### config.mk
export PLATFORM = sky130hd
export DESIGN_NAME = sample_capture_ctrl
export DESIGN_NICKNAME = d
export VERILOG_FILES = /design/src/rtl/sample_capture_ctrl.sv
export SDC_FILE = /design/constraint.sdc
export NUM_CORES = 1
export LEC_CHECK = 0
export ABC_AREA = 1
export CAP_MARGIN = 40
export CORE_MARGIN = 10
export CORE_UTILIZATION = 47
export CTS_CLUSTER_DIAMETER = 40
export CTS_CLUSTER_SIZE = 16
export DETAILED_ROUTE_END_ITERATION = 8
export GPL_ROUTABILITY_DRIVEN = 0
export PLACE_DENSITY = 0.73
export SLEW_MARGIN = 20
export SYNTH_ARGS = -nofsm -noshare
export SYNTH_HDL_FRONTEND = slang
export SYNTH_SLANG_ARGS = --single-unit
export TNS_END_PERCENT = 30
### constraint.sdc
create_clock -name fastclk -period 6.15 [get_ports fastclk]
set_input_delay 1.23 -clock fastclk [delete_from_list [all_inputs] [get_ports fastclk]]
set_output_delay 1.23 -clock fastclk [all_outputs]
set_load 0.05 [all_outputs]
### src/rtl/sample_capture_ctrl.sv
// sample_capture_ctrl: tick-enabled 8-bit sample capture engine.
// Bytes taken from sample_in on every divided tick are packed into 64-bit
// words (byte 0 = first sample in bits [7:0]) and queued in a small output
// FIFO with a valid/ready handshake. A run captures exactly num_words words.
// The run then waits for the FIFO to drain before signalling done.
// abort cancels a run at any time and discards everything queued.
module sample_capture_ctrl #(
    parameter int DIV        = 3333,
    parameter int FIFO_DEPTH = 4,
    parameter int CNT_W      = 16
) (
    input  logic                        fastclk,
    input  logic                        reset,
    input  logic                        start,
    input  logic                        abort,
    input  logic [CNT_W-1:0]            num_words,
    input  logic [7:0]                  sample_in,
    output logic                        sample_tick,
    output logic [63:0]                 word_data,
    output logic                        word_valid,
    input  logic                        word_ready,
    output logic [$clog2(FIFO_DEPTH):0] fifo_level,
    output logic                        busy,
    output logic                        done,
    output logic                        overflow
);

    // The divider covers the full legal DIV range (up to 4095) with 12 bits.
    localparam int               AW         = $clog2(FIFO_DEPTH);
    localparam int               DCW        = 12;
    localparam logic [DCW-1:0]   DIV_LAST   = DCW'(DIV - 1);
    localparam logic [DCW-1:0]   DIV_ONE    = DCW'(1);
    localparam logic [AW:0]      FULL_LEVEL = (AW + 1)'(FIFO_DEPTH);
    localparam logic [AW:0]      LEVEL_ONE  = (AW + 1)'(1);
    localparam logic [AW-1:0]    PTR_ONE    = AW'(1);
    localparam logic [CNT_W-1:0] WORDS_ONE  = CNT_W'(1);

    typedef enum logic [1:0] {
        ST_IDLE,
        ST_CAPTURE,
        ST_DRAIN
    } state_t;

    state_t           state;
    state_t           state_next;

    logic [DCW-1:0]   div_cnt;
    logic [2:0]       byte_idx;
    logic [CNT_W-1:0] words_left;
    logic [55:0]      byte_shift;

    logic [63:0]      fifo_mem [FIFO_DEPTH];
    logic [AW-1:0]    wr_ptr;
    logic [AW-1:0]    rd_ptr;
    logic [AW:0]      count;

    logic             start_ok;
    logic             tick;
    logic             word_end;
    logic             last_word;
    logic             fifo_full;
    logic             push;
    logic             pop;
    logic             drop;
    logic [63:0]      word_assembled;

    // abort outranks start, so an aborted start neither begins a run nor
    // clears the sticky overflow flag.
    assign start_ok  = (state == ST_IDLE) && start && (num_words != '0) && !abort;

    // A tick is the last divider count of a capture period; abort cancels it.
    assign tick      = (state == ST_CAPTURE) && (div_cnt == DIV_LAST) && !abort;
    assign word_end  = tick && (byte_idx == 3'd7);
    assign last_word = word_end && (words_left == WORDS_ONE);

    // A word completing into a full FIFO is only kept if the head leaves on
    // the same edge; otherwise it is dropped but still counts toward the run.
    assign fifo_full = (count == FULL_LEVEL);
    assign pop       = word_valid && word_ready && !abort;
    assign push      = word_end && (!fifo_full || pop);
    assign drop      = word_end && fifo_full && !pop;

    // The eighth byte comes straight from the pins so the word is queued on
    // the same edge that captures it.
    assign word_assembled = {sample_in, byte_shift};

    assign sample_tick = tick && !reset;
    assign word_valid  = (count != '0);
    assign word_data   = word_valid ? fifo_mem[rd_ptr] : '0;
    assign fifo_level  = count;
    assign busy        = (state != ST_IDLE);

    // State register.
    always_ff @(posedge fastclk) begin
        if (reset) begin
            state <= ST_IDLE;
        end else begin
            state <= state_next;
        end
    end

    // Next-state selection and the single-cycle done pulse out of DRAIN.
    always_comb begin
        state_next = state;
        done       = 1'b0;
        if (abort) begin
            state_next = ST_IDLE;
        end else begin
            case (state)
                ST_IDLE: begin
                    if (start_ok) begin
                        state_next = ST_CAPTURE;
                    end
                end
                ST_CAPTURE: begin
                    if (last_word) begin
                        state_next = ST_DRAIN;
                    end
                end
                ST_DRAIN: begin
                    if (count == '0) begin
                        state_next = ST_IDLE;
                        done       = ~reset;
                    end
                end
                default: begin
                    state_next = ST_IDLE;
                end
            endcase
        end
    end

    // Sample divider: free-runs 0..DIV-1 while capturing, parked at 0 otherwise.
    always_ff @(posedge fastclk) begin
        if (reset || abort || (state != ST_CAPTURE)) begin
            div_cnt <= '0;
        end else if (div_cnt == DIV_LAST) begin
            div_cnt <= '0;
        end else begin
            div_cnt <= div_cnt + DIV_ONE;
        end
    end

    // Byte packing: bytes shift in from the top so byte 0 ends up in [7:0].
    always_ff @(posedge fastclk) begin
        if (reset || abort || start_ok) begin
            byte_idx   <= '0;
            byte_shift <= '0;
        end else if (tick) begin
            byte_idx   <= byte_idx + 3'd1;
            byte_shift <= {sample_in, byte_shift[55:8]};
        end
    end

    // Remaining-word counter for the current run.
    always_ff @(posedge fastclk) begin
        if (reset || abort) begin
            words_left <= '0;
        end else if (start_ok) begin
            words_left <= num_words;
        end else if (word_end) begin
            words_left <= words_left - WORDS_ONE;
        end
    end

    // FIFO storage; contents need no reset because only occupied slots are read.
    always_ff @(posedge fastclk) begin
        if (push) begin
            fifo_mem[wr_ptr] <= word_assembled;
        end
    end

    // FIFO pointers and occupancy; abort empties the queue outright.
    always_ff @(posedge fastclk) begin
        if (reset || abort) begin
            wr_ptr <= '0;
            rd_ptr <= '0;
            count  <= '0;
        end else begin
            if (push) begin
                wr_ptr <= wr_ptr + PTR_ONE;
            end
            if (pop) begin
                rd_ptr <= rd_ptr + PTR_ONE;
            end
            case ({push, pop})
                2'b10:   count <= count + LEVEL_ONE;
                2'b01:   count <= count - LEVEL_ONE;
                default: count <= count;
            endcase
        end
    end

    // Sticky overflow flag: cleared by reset or a new run, survives abort.
    always_ff @(posedge fastclk) begin
        if (reset || start_ok) begin
            overflow <= 1'b0;
        end else if (drop) begin
            overflow <= 1'b1;
        end
    end

endmodule

==> impl_metrics.py <==
metrics = {
    "yosys": {
        "yosysMostFrequentCell": "nor2_1",
        "ys_types": 35,
        "synth-xor-area-share": 0.009833,
        "synthMuxAreaShare": 0,
        "avgSynthCellArea_um2": 10.44,
        "async_reset_ff_frac": 0,
        "synth-seq-area-share": 0.6785,
        "synth_top_area_cell": "edfxtp_1",
        "synth_flop_cell": "edfxtp_1",
        "synth-compound-area-share": 0.1043,
        "synth_common_cells": "nor2_1, edfxtp_1, nand2_1",
        "synthSimpleGateAreaFrac": 0.1584,
        "synth_warnings": 0,
        "syn_nets": 1405,
        "synth_top_family_by_area": "simple AND/OR/NAND/NOR gates",
        "synthCells": 1365,
        "synthTopCellsByArea": "edfxtp_1, dfxtp_1, nor2_1",
        "synth_top_area_frac": 0.5394,
        "syn-cell-area_um2": 14250,
        "synth_seq_cells": 355,
        "synth_adder_area_share": 0.01018,
        "synth-edff-count": 256,
    },
    "route": {
        "first_iter_violations": 629,
        "drt_wl_total_um": 31960,
        "ant_nets": 0,
        "firstDrtPassIters": 6,
        "vias": 9831,
        "viasPerCell": 5.224,
        "drcViolationCount": 0,
        "wire_per_inst_um": 16.98,
    },
    "timing": {
        "rsz0062_at_grt": "no",
        "fin_crit_sh": 0.7647,
        "relSlewSlack": 0.4585,
        "setup_viol_count_final": 0,
        "finalHoldViolations": 0,
        "maxSlewViolCount": 0,
        "finalClockSkew_ns": 0.02382,
        "clock.fmax_ghz": 0.2126,
        "tightest_slew_ns": 0.8122,
        "tns_ns": 0,
        "period_needed_ns": 4.703,
    },
    "die": {
        "die_w_um": 194.1,
        "die_h_um": 194.1,
        "fp.dieArea_um2": 37690,
        "rows": 63,
        "core_area_um2": 29800,
        "io_pins": 101,
        "initial_core_util": 0.4783,
    },
    "clock_network": {
        "hold_buffers": 0,
        "clock_sinks": 355,
        "insertion_delay_ns": 0.54,
        "clk_pin_slew_ns": 0.07,
        "clock_path_buffers": 3,
        "cts_max_level": 2,
        "cts_setup_buffers": 0,
        "cts_buffers": 40,
        "cts_root_buf": "clkbuf_16",
        "cts_tree": "yes",
        "cts_resized": 0,
    },
    "pwr": {
        "peakVddDrop_mv": 0.2363,
        "power_frac_comb": 0.016,
        "swShare": 0.2136,
        "switchingPower_mw": 1.079,
        "internal_power_mw": 3.970,
        "pwr-share-clk": 0.482,
        "seqPwrFrac": 0.503,
        "p_per_area_nw_per_um2": 294.5,
        "p_leak_nw": 6.204,
    },
    "setup_path": {
        "critPathArrivalTime_ns": 3.47,
        "critPathMaxFanout": 62,
        "worst-endpoint-required_ns": 4.92,
        "critPathCaptureType": "output pin",
        "crit_type": "flip-flop to output pin",
        "startpoint_type": "flip-flop",
    },
    "grt": {
        "grt_pass1_vias": 9879,
        "gr-total-overflow": 0,
        "grt_pass1_wl_um": 51450,
        "gr-usage-all-layers": 0.1647,
        "grt_max_degree": 65,
        "grt_antenna_before_repair": 1,
    },
    "cells_and_area": {
        "final_area_um2": 17150,
        "num_antenna_cells": 0,
        "area_delta_synth_final_pct": 20.31,
        "num-nets-final": 1500,
        "drive_above_1_share": 0.09249,
    },
    "placement": {
        "place_area_um2": 15720,
        "hpwlAfterDp_um": 18470,
        "portBuffers": 100,
    },
    "run": {
        "drv_cap": 0,
    },
    "worst_hold_path": {
        "hp-class": "flip-flop to flip-flop",
    },
    "outcome": {
        "outcome": "complete, no violations",
    },
}
-- layer usage --
metal | GRT usage | wire (um)
met1 | 0.1986 | 13330
met2 | 0.2874 | 15960
met3 | 0.04080 | 2180
met4 | 0.04259 | 490
met5 | 0 | 0
-- cells by family (layout without fill, tap and decap cells) --
logic type,count (synthesis),in the layout
AND/OR/NAND/NOR,563,563
flip-flops,355,355
AO/OA/AOI/OAI,286,286
buffers and inverters,134,261
XOR/XNOR,16,16
adder cells (fa/ha/maj),11,11
-- power groups by stage --
| stage | Combinational, mW | Clock [mW] | Sequential, mW |
|---|---|---|---|
| floorplan | 0.0460 | 0 | 2.59 |
| global placement | 0.0783 | 0 | 2.59 |
| detailed placement | 0.0793 | 0 | 2.59 |
| CTS | 0.0796 | 2.47 | 2.54 |
| global route | 0.0880 | 2.57 | 2.54 |
| finish | 0.0795 | 2.43 | 2.54 |
-- layout by cell type, fill, tap and decap left out, types with 4 or more instances in the layout --
cell             instances
nor2_1                 304
edfxtp_1               256
nand2_1                194
o21ai_0                138
a21oi_1                128
clkdlybuf4s50_1        100
dfxtp_1                 97
inv_1                   55
clkbuf_16               40
nand3_1                 26
nand2_2                 14
buf_4                   14
xor2_1                  13
a21oi_2                 10
ha_1                    10
inv_2                    8
inv_6                    8
nor2_4                   6
o211ai_1                 6
nor3_1                   5
clkinv_8                 5
buf_12                   5
nand4_1                  4
clkbuf_1                 4
-- flip-flops by register name (all words and copies together), names as in the netlist, named ones only --
register    cells
div_cnt        12
wr_ptr          2
state           2
fifo_mem      256
rd_ptr          2
byte_shift     56
words_left     16
fifo_level      3
byte_idx        3
overflow        1
-- worst max-delay path, stage by stage (launching register included) --
cell,delay (ns)
dfxtp_4,0.65
buf_4,0.44
buf_16,0.31
nor2_1,0.08
nor2_1,0.10
o21ai_0,0.13
a21oi_1,0.31
clkdlybuf4s50_1,0.88
-- layout make-up --
class	count	area, um2
clock inverter	28	342.8
inverter	65	246.5
multi-input combinational	876	4061
sequential	355	9674
fill	2457	12650
clock buffer	46	1044
tap	390	488.0
timing repair buffer	122	1289
-- worst paths after layout --
path | from | slack, ns | to | cells past startpoint
worst max-delay path | flip-flop | 1.45 | word_data[47] | 7
worst min-delay path | rd_ptr[1] | 0.48 | flip-flop | 2
worst max register to register | div_cnt[0] | 3.09 | fifo_mem[0][36] | 9
worst min register to register | rd_ptr[1] | 0.48 | flip-flop | 2
-- through the flow --
| step | instances | power [mW] | hold slack (ns) | setup WS (ns) | utilization |
|---|---|---|---|---|---|
| floorplan | 1365 | 2.636 | 0.4364 | 1.167 | - |
| global placement | 1802 | 2.668 | 0.4507 | 1.598 | 0.5240 |
| detailed placement | 1806 | 2.669 | 0.4615 | 1.620 | 0.5275 |
| CTS | 1880 | 5.086 | 0.4715 | 1.451 | 0.5741 |
| global route | 1882 | 5.194 | 0.5049 | 1.275 | 0.5754 |
| finish | 1882 | 5.049 | 0.4764 | 1.447 | 0.5754 |
No activity file was read; power rests on OpenSTA's default activity.
